[src/rtl/sram_like_arbiter_if.sv]
// SRAM-like request/response bundle shared by fetch, data and memory sides.
// master drives req/wr/size/addr/wstrb/wdata; slave returns addr_ok/data_ok/rdata.
interface sram_like_arbiter_if #(
    parameter int ADDR_W = 32,
    parameter int DATA_W = 32
);
    logic              req;
    logic              wr;
    logic [1:0]        size;
    logic [ADDR_W-1:0] addr;
    logic [DATA_W/8-1:0] wstrb;
    logic [DATA_W-1:0] wdata;
    logic              addr_ok;
    logic              data_ok;
    logic [DATA_W-1:0] rdata;

    modport master (
        output req, wr, size, addr, wstrb, wdata,
        input  addr_ok, data_ok, rdata
    );

    modport slave (
        input  req, wr, size, addr, wstrb, wdata,
        output addr_ok, data_ok, rdata
    );
endinterface

[src/rtl/sram_like_arbiter.sv]
// Shares one sram-like memory port between fetch (inst) and data requesters.
// Ports: clk, reset (sync, active-high); inst/data slave bundles; mem master.
module sram_like_arbiter #(
    parameter int ADDR_W          = 32,
    parameter int DATA_W          = 32,
    parameter int DATA_STREAK_MAX = 4
) (
    input  logic                 clk,
    input  logic                 reset,
    sram_like_arbiter_if.slave   inst,
    sram_like_arbiter_if.slave   data,
    sram_like_arbiter_if.master  mem
);

    localparam int SW = $clog2(DATA_STREAK_MAX + 1);
    localparam logic [SW-1:0] S_MAX = SW'(DATA_STREAK_MAX);

    typedef enum logic [1:0] {
        IDLE = 2'd0,
        REQ  = 2'd1,
        RESP = 2'd2
    } state_t;

    state_t        state_q, state_d;
    logic          owner_q, owner_d;
    logic [SW-1:0] streak_q, streak_d;

    logic              sel;
    logic              pick_data;
    logic              mem_req_c;
    logic              i_aok, d_aok, i_dok, d_dok;
    logic [ADDR_W-1:0] sel_addr;
    logic [DATA_W-1:0] sel_wdata;

    // Data wins unless fetch is pending and data already had its full streak.
    assign pick_data = data.req && !(inst.req && (streak_q == S_MAX));

    always_ff @(posedge clk) begin
        if (reset) begin
            state_q  <= IDLE;
            owner_q  <= 1'b0;
            streak_q <= '0;
        end else begin
            state_q  <= state_d;
            owner_q  <= owner_d;
            streak_q <= streak_d;
        end
    end

    always_comb begin
        state_d   = state_q;
        owner_d   = owner_q;
        streak_d  = streak_q;
        mem_req_c = 1'b0;
        sel       = owner_q;
        i_aok     = 1'b0;
        d_aok     = 1'b0;
        i_dok     = 1'b0;
        d_dok     = 1'b0;

        unique case (state_q)
            IDLE: begin
                if (inst.req || data.req) begin
                    sel       = pick_data;
                    mem_req_c = 1'b1;
                    owner_d   = pick_data;
                    // Streak only grows while fetch is actually waiting.
                    if (pick_data && inst.req) begin
                        if (streak_q != S_MAX)
                            streak_d = streak_q + SW'(1);
                    end else begin
                        streak_d = '0;
                    end
                    if (mem.addr_ok) begin
                        i_aok   = !pick_data;
                        d_aok   = pick_data;
                        state_d = RESP;
                    end else begin
                        state_d = REQ;
                    end
                end
            end
            REQ: begin
                mem_req_c = 1'b1;
                if (mem.addr_ok) begin
                    i_aok   = !owner_q;
                    d_aok   = owner_q;
                    state_d = RESP;
                end
            end
            RESP: begin
                if (mem.data_ok) begin
                    i_dok   = !owner_q;
                    d_dok   = owner_q;
                    state_d = IDLE;
                end
            end
            default: state_d = IDLE;
        endcase

        // Outputs stay quiet during reset; buses fall back to fetch.
        if (reset) begin
            mem_req_c = 1'b0;
            sel       = 1'b0;
            i_aok     = 1'b0;
            d_aok     = 1'b0;
            i_dok     = 1'b0;
            d_dok     = 1'b0;
        end
    end

    assign sel_addr  = sel ? data.addr  : inst.addr;
    assign sel_wdata = sel ? data.wdata : inst.wdata;

    assign mem.req   = mem_req_c;
    assign mem.wr    = sel ? data.wr    : inst.wr;
    assign mem.size  = sel ? data.size  : inst.size;
    assign mem.wstrb = sel ? data.wstrb : inst.wstrb;
    assign mem.addr  = sel_addr;
    assign mem.wdata = sel_wdata;

    assign inst.addr_ok = i_aok;
    assign data.addr_ok = d_aok;
    assign inst.data_ok = i_dok;
    assign data.data_ok = d_dok;
    assign inst.rdata   = mem.rdata;
    assign data.rdata   = mem.rdata;

endmodule

[src/flat_wrapper.sv]
// flat-port wrapper written by rule: the top's interface ports become plain ports
module sram_like_arbiter_flat 
#(
    parameter int ADDR_W          = 32,
    parameter int DATA_W          = 32,
    parameter int DATA_STREAK_MAX = 4
)
  (clk, reset, inst_req, inst_wr, inst_size, inst_addr, inst_wstrb, inst_wdata, inst_addr_ok, inst_data_ok, inst_rdata, data_req, data_wr, data_size, data_addr, data_wstrb, data_wdata, data_addr_ok, data_data_ok, data_rdata, mem_req, mem_wr, mem_size, mem_addr, mem_wstrb, mem_wdata, mem_addr_ok, mem_data_ok, mem_rdata);
  sram_like_arbiter_if #(.ADDR_W(ADDR_W), .DATA_W(DATA_W)) inst_i ();
  sram_like_arbiter_if #(.ADDR_W(ADDR_W), .DATA_W(DATA_W)) data_i ();
  sram_like_arbiter_if #(.ADDR_W(ADDR_W), .DATA_W(DATA_W)) mem_i ();
  input  logic clk;
  input  logic reset;
  input wire logic [$bits(inst_i.req)-1:0] inst_req;
  input wire logic [$bits(inst_i.wr)-1:0] inst_wr;
  input wire logic [$bits(inst_i.size)-1:0] inst_size;
  input wire logic [$bits(inst_i.addr)-1:0] inst_addr;
  input wire logic [$bits(inst_i.wstrb)-1:0] inst_wstrb;
  input wire logic [$bits(inst_i.wdata)-1:0] inst_wdata;
  output wire logic [$bits(inst_i.addr_ok)-1:0] inst_addr_ok;
  output wire logic [$bits(inst_i.data_ok)-1:0] inst_data_ok;
  output wire logic [$bits(inst_i.rdata)-1:0] inst_rdata;
  input wire logic [$bits(data_i.req)-1:0] data_req;
  input wire logic [$bits(data_i.wr)-1:0] data_wr;
  input wire logic [$bits(data_i.size)-1:0] data_size;
  input wire logic [$bits(data_i.addr)-1:0] data_addr;
  input wire logic [$bits(data_i.wstrb)-1:0] data_wstrb;
  input wire logic [$bits(data_i.wdata)-1:0] data_wdata;
  output wire logic [$bits(data_i.addr_ok)-1:0] data_addr_ok;
  output wire logic [$bits(data_i.data_ok)-1:0] data_data_ok;
  output wire logic [$bits(data_i.rdata)-1:0] data_rdata;
  output wire logic [$bits(mem_i.req)-1:0] mem_req;
  output wire logic [$bits(mem_i.wr)-1:0] mem_wr;
  output wire logic [$bits(mem_i.size)-1:0] mem_size;
  output wire logic [$bits(mem_i.addr)-1:0] mem_addr;
  output wire logic [$bits(mem_i.wstrb)-1:0] mem_wstrb;
  output wire logic [$bits(mem_i.wdata)-1:0] mem_wdata;
  input wire logic [$bits(mem_i.addr_ok)-1:0] mem_addr_ok;
  input wire logic [$bits(mem_i.data_ok)-1:0] mem_data_ok;
  input wire logic [$bits(mem_i.rdata)-1:0] mem_rdata;
  assign inst_i.req = inst_req;
  assign inst_i.wr = inst_wr;
  assign inst_i.size = inst_size;
  assign inst_i.addr = inst_addr;
  assign inst_i.wstrb = inst_wstrb;
  assign inst_i.wdata = inst_wdata;
  assign inst_addr_ok = inst_i.addr_ok;
  assign inst_data_ok = inst_i.data_ok;
  assign inst_rdata = inst_i.rdata;
  assign data_i.req = data_req;
  assign data_i.wr = data_wr;
  assign data_i.size = data_size;
  assign data_i.addr = data_addr;
  assign data_i.wstrb = data_wstrb;
  assign data_i.wdata = data_wdata;
  assign data_addr_ok = data_i.addr_ok;
  assign data_data_ok = data_i.data_ok;
  assign data_rdata = data_i.rdata;
  assign mem_req = mem_i.req;
  assign mem_wr = mem_i.wr;
  assign mem_size = mem_i.size;
  assign mem_addr = mem_i.addr;
  assign mem_wstrb = mem_i.wstrb;
  assign mem_wdata = mem_i.wdata;
  assign mem_i.addr_ok = mem_addr_ok;
  assign mem_i.data_ok = mem_data_ok;
  assign mem_i.rdata = mem_rdata;
  sram_like_arbiter #(.ADDR_W(ADDR_W), .DATA_W(DATA_W), .DATA_STREAK_MAX(DATA_STREAK_MAX)) u_core (.clk(clk), .reset(reset), .inst(inst_i), .data(data_i), .mem(mem_i));
endmodule
[config.mk]
export PLATFORM = sky130hd
export DESIGN_NAME = sram_like_arbiter_flat
export DESIGN_NICKNAME = d
export VERILOG_FILES = /design/src/rtl/sram_like_arbiter_if.sv /design/src/rtl/sram_like_arbiter.sv /design/src/flat_wrapper.sv
export SDC_FILE = /design/constraint.sdc
export NUM_CORES = 1
export LEC_CHECK = 0
export BUFFER_PORTS_ARGS = -buffer_cell sky130_fd_sc_hd__clkbuf_2
export CAP_MARGIN = 0
export CORE_AREA = 2 2 124 126
export DETAILED_ROUTE_END_ITERATION = 12
export DIE_AREA = 0 0 126 128
export GPL_ROUTABILITY_DRIVEN = 0
export PLACE_DENSITY = 0.49
export SYNTH_ARGS = -nofsm -noshare
export SYNTH_HDL_FRONTEND = slang
export SYNTH_SLANG_ARGS = --single-unit
[constraint.sdc]
create_clock -name clk -period 3.9 [get_ports clk]
set_clock_uncertainty 0.1 [all_clocks]
set_input_delay 0.195 -clock clk [delete_from_list [all_inputs] [get_ports clk]]
set_output_delay 0.195 -clock clk [all_outputs]
set_load 0.05 [all_outputs]
## Yosys cells after proc, flatten, opt, wreduce, memory -nomap -nowiden

Cells that the tools add are included.
Widths: inputs -> output; s select.

- Add/sub/neg operators: 1
- Equality and inequality tests: 8
- Mux-type cells: 34
- Reductions and logical operators: 10

Operators by type and width:

| cell | number |
|---|---|
| $mux 32 | 2 |
| $mux 1 | 20 |
| $mux 2 | 5 |
| $mux 3 | 2 |
| $ne 2x2->1 const B | 3 |
| $pmux 1 s2 | 3 |
| $pmux 2 s3 | 1 |
| $reduce_and 3->1 | 2 |
| $mux 4 | 1 |
| $add 3x1->3 const B | 1 |
| $eq 3x3->1 const B | 1 |
| $logic_and 1x1->1 | 3 |
| $logic_not 1->1 | 3 |
| $ne 3x3->1 const B | 1 |
| $eq 2x1->1 const B | 1 |
| $eq 2x2->1 const B | 1 |
| $logic_not 2->1 | 1 |
| $ne 2x1->1 const B | 1 |
| $logic_or 1x1->1 | 1 |

- Bits in registers: 6
- Bits of input ports: 180

## Depth between registers and ports, before layout

- Word-level depth: 9
- Mapped depth: 6
- Mapped depth without buffers: 5

## Worst setup path before layout

Ideal clock, no wire load.

- Kind: register to output
- Start: reg u_core.state_q[0]
- End: out mem_addr[0]
- Data arrival time: 1.780 ns
- Data required time: 3.605 ns
- Setup slack: 1.825 ns
- Cell stages (with the launch flop): 5
- Path buffers: 1
- Path through: dfxtp_1 -> or3b_4 -> a32oi_4 -> buf_6 -> mux2_2

- Cells in the longest elaborated chain, start to end: 4

Ends and longest elaborated chain:

| element | RTL line | RTL |
|---|---|---|
| start, declared | sram_like_arbiter.sv:24 | `state_t state_q, state_d;` |
| start signal, assigned | sram_like_arbiter.sv:44 | `state_q <= state_d;` |
| $logic_not 2->1 | sram_like_arbiter.sv:61 | `unique case (state_q)` |
| $mux 1 | sram_like_arbiter.sv:61 |  |
| $mux 1 | sram_like_arbiter.sv:102 | `if (reset) begin` |
| $mux 32 | sram_like_arbiter.sv:112 | `assign sel_addr = sel ? data.addr : inst.addr;` |
| end, declared | flat_wrapper.sv:35 | `output wire logic [$bits(mem_i.addr)-1:0] mem_addr;` |

No other way between the ends.

## Worst setup path in the final report

- Start: reg u_core.state_q[1]
- End: out mem_wstrb[1]

- Cells in the longest elaborated chain, start to end: 4

Ends and longest elaborated chain:

| element | RTL line | RTL |
|---|---|---|
| $logic_not 2->1 | sram_like_arbiter.sv:61 |  |
| $mux 1 | sram_like_arbiter.sv:61 |  |
| $mux 1 | sram_like_arbiter.sv:102 |  |
| $mux 4 | sram_like_arbiter.sv:118 | `assign mem.wstrb = sel ? data.wstrb : inst.wstrb;` |
| end, declared | flat_wrapper.sv:36 | `output wire logic [$bits(mem_i.wstrb)-1:0] mem_wstrb;` |

No other way between the ends.

==> reports/metrics.yaml <==
status:
  run_status: "finished clean"
routing:
  route.vias.total: 1892
  drt_first_pass_iters: 4
  drtAntennaViolNets: 0
  via_density_per_instance: 3.536
  final_routed_wire_length_divided_by_cell_count_um: 16.92
  detail_route.wirelength_um: 9053
  drt_iter0_drc: 52
  drc_errors: 0
clock_tree:
  clock_latency_ps: 230
  cts_max_level: 1
  cts_tree: "yes"
  clock-sinks: 6
  cts_setup_buffers: 0
  holdBufCountCts: 0
  post_cts.resized_instances: 0
  clk_path_buf_depth: 2
  clkSlewWorstSetupHoldPaths_ps: 40
  cts-buffers-inserted: 3
  cts.root.buffer_cell: "sky130_fd_sc_hd__clkbuf_16"
die:
  core_area_um2: 14860
  placementRows: 45
  fp.dieW_um: 126
  die_ar_um2: 16130
  die-height_um: 128
  initial_utilization_pct: 12.13
  io_pins: 320
timing:
  max-slew-margin-rel_pct: 61.90
  rsz0062_at_grt: "false"
  timing.setup.tns_ps: 0
  final-max-slew-violation-count: 0
  hold_viol_final: 0
  worst_slack_ps: 898.4
  finalCritPeriodShare_pct: 76.97
  hold-worst-slack_ps: 77.31
  worst-slew-pin-transition_ps: 563.6
  final_period_minus_worst_setup_slack_ps: 3002
  timing.final.setup_violations: 0
  max_clock_freq_ghz: 0.3332
cells_and_area:
  layout.core_utilization_pct: 18.05
  postLayoutCellArea_um2: 2683
  net_count_reported_at_finish: 531
  drive_gt1_share_pct: 87.03
  area.growth.synth_to_final_pct: 48.79
  fin_cells: 535
  number_of_antenna_diodes: 0
grt:
  grt_start_max_net_pins: 66
  grt_antenna_before_repair: 0
  first_pass_grt_wire_length_um: 12420
  grt_pass1_vias: 1989
  overflow: 0
  grt.total_usage_pct: 10.34
placed_design:
  portBuffers: 223
  place_hpwl_um: 8164
  placed_cell_area_um2: 2608
  placedCellCount: 532
  placement.setup.worst_slack_ps: 1104
logic_synthesis:
  synth_sequential_area_ratio_pct: 6.662
  muxShareOfSynthArea_pct: 46.22
  ys_ff_latch: 6
  synthesized_area_fraction_occupied_by_ao_oa_aoi_and_oai_cells_pct: 5.482
  synth_top_family_by_area: "multiplexers"
  netlist_area_um2: 1803
  synth_cell_types: 26
  synthAdderAreaFrac_pct: 1.388
  dominantRegCellSynth: "sky130_fd_sc_hd__dfxtp_1"
  yosysWarningCount: 0
  syn-num-nets: 375
  synthesis.area_per_instance_um2: 9.342
  post_synth_and_or_nand_nor_area_fraction_pct: 7.772
  synth_enable_flop_cells: 0
  synth_async_sr_flop_share_pct: 0
  yosys.area_share.xor_xnor_pct: 0
  synthCells: 193
pwr:
  ir_drop_v: 0.0001406
  power.density_nw_per_um2: 317.0
  post-layout-total-power_uw: 850.4
  leakage_nw: 1.467
critical_path:
  critical_path_arrival_ps: 2710
  worstPathMaxFanout: 65
  length_in_cells_of_the_worst_reg_to_reg_path: 4
  critPathRequiredTime_ps: 3610
  r2r_endpoint: "u_core.owner_q"
  ff2ff_setup_slack_ps: 1840
  worst_setup_path_start_kind: "register"
  crit_path_end_kind: "primary output"
  crit-reg2reg-launch: "u_core.state_q[1]"
  criticalPathCategory: "reg -> out"
run:
  max_cap_violations: 0
min_path:
  whs_endpoint: "u_core.state_q[0]"
  min_path_type: "in -> reg"
  hold_depth: 2
  hold_path_startpoint: "mem_addr_ok"
==> how the worst max path moves through the flow <==
stage	depth (start not counted)	slack [ps]	to	start
after floorplan	4	1820	mem_addr[0]	u_core.state_q[0]
after global placement	5	1130	mem_wstrb[1]	u_core.state_q[1]
after detailed placement	5	1100	mem_wstrb[1]	u_core.state_q[1]
after CTS	5	860	mem_wstrb[1]	u_core.state_q[1]
after global routing	5	790	mem_wstrb[1]	u_core.state_q[1]
final	5	900	mem_wstrb[1]	u_core.state_q[1]
==> synth_stat cells, drive strengths merged (2+ instances only) <==
cell | number | area, um2
or3b | 3 | 28.78
inv | 5 | 18.77
nor3 | 2 | 10.01
mux2 | 71 | 833.3
nor2b | 3 | 18.77
nor4b | 2 | 17.52
o21ai | 2 | 10.01
ha | 2 | 25.02
nand2 | 4 | 15.01
nand3 | 2 | 10.01
clkbuf | 2 | 7.510
nor2 | 3 | 11.26
o31ai | 3 | 22.52
a21oi | 5 | 25.02
dfxtp | 6 | 120.1
buf | 71 | 559.3
==> cell type report <==
class / count / area, um2
Clock buffer: 3 / 75.07
Fill cell: 1737 / 12180
Inverter: 5 / 18.77
Multi-Input combinational cell: 109 / 1097
Sequential cell: 6 / 120.1
Tap cell: 188 / 235.2
Timing Repair Buffer: 224 / 1136
==> flip-flops by register name, indices dropped and copies added, names as in the netlist <==
signal,flops
u_core.owner_q,1
u_core.state_q,2
u_core.streak_q,3
==> worst max-delay path: stages, from the launching register on <==
cell and delay, ps:
sky130_fd_sc_hd__dfxtp_1 420, sky130_fd_sc_hd__or3b_4 450, sky130_fd_sc_hd__a32oi_4 450, sky130_fd_sc_hd__buf_12 350, sky130_fd_sc_hd__mux2_2 450, sky130_fd_sc_hd__clkbuf_2 260
==> kinds of logic after synthesis <==
| family | count (synthesis) |
|---|---|
| flip-flops | 6 |
| AND/OR/NAND/NOR | 23 |
| adder cells (fa/ha/maj) | 2 |
| AO/OA/AOI/OAI | 13 |
| buffers and inverters | 78 |
| multiplexers | 71 |
==> layout by cell type, fill, tap and decap left out, types with 2 or more instances in the layout <==
cell | Yosys | routed
sky130_fd_sc_hd__a21oi_1 | 5 | 5
sky130_fd_sc_hd__clkbuf_16 | 0 | 3
sky130_fd_sc_hd__clkbuf_2 | 0 | 223
sky130_fd_sc_hd__dfxtp_1 | 6 | 6
sky130_fd_sc_hd__ha_1 | 2 | 2
sky130_fd_sc_hd__inv_1 | 5 | 5
sky130_fd_sc_hd__mux2_2 | 62 | 62
sky130_fd_sc_hd__mux2_4 | 9 | 9
sky130_fd_sc_hd__nand2_1 | 4 | 4
sky130_fd_sc_hd__nand3_1 | 2 | 2
sky130_fd_sc_hd__nor2_1 | 3 | 3
sky130_fd_sc_hd__nor2b_1 | 3 | 3
sky130_fd_sc_hd__nor3_1 | 2 | 2
sky130_fd_sc_hd__nor4b_1 | 2 | 2
sky130_fd_sc_hd__o21ai_0 | 2 | 2
sky130_fd_sc_hd__o31ai_1 | 3 | 3
sky130_fd_sc_hd__or3b_2 | 2 | 2
==> power breakdown <==
part	switching [mW]	internal [mW]	leakage [nW]
logic	0.414	0.197	1.38
registers	0.00740	0.0656	0.0492
clock network	0.0354	0.132	0.0370
total	0.457	0.394	1.47
==> layer usage <==
metal,global-route usage [%],part of all wire [%],wire length (um)
met5,0,0,0
met4,2.973,1.7,152
met3,3.840,10,919
met2,18.44,52,4751
met1,11.53,36,3231
Note: power is estimated with default switching activity, not from simulation.
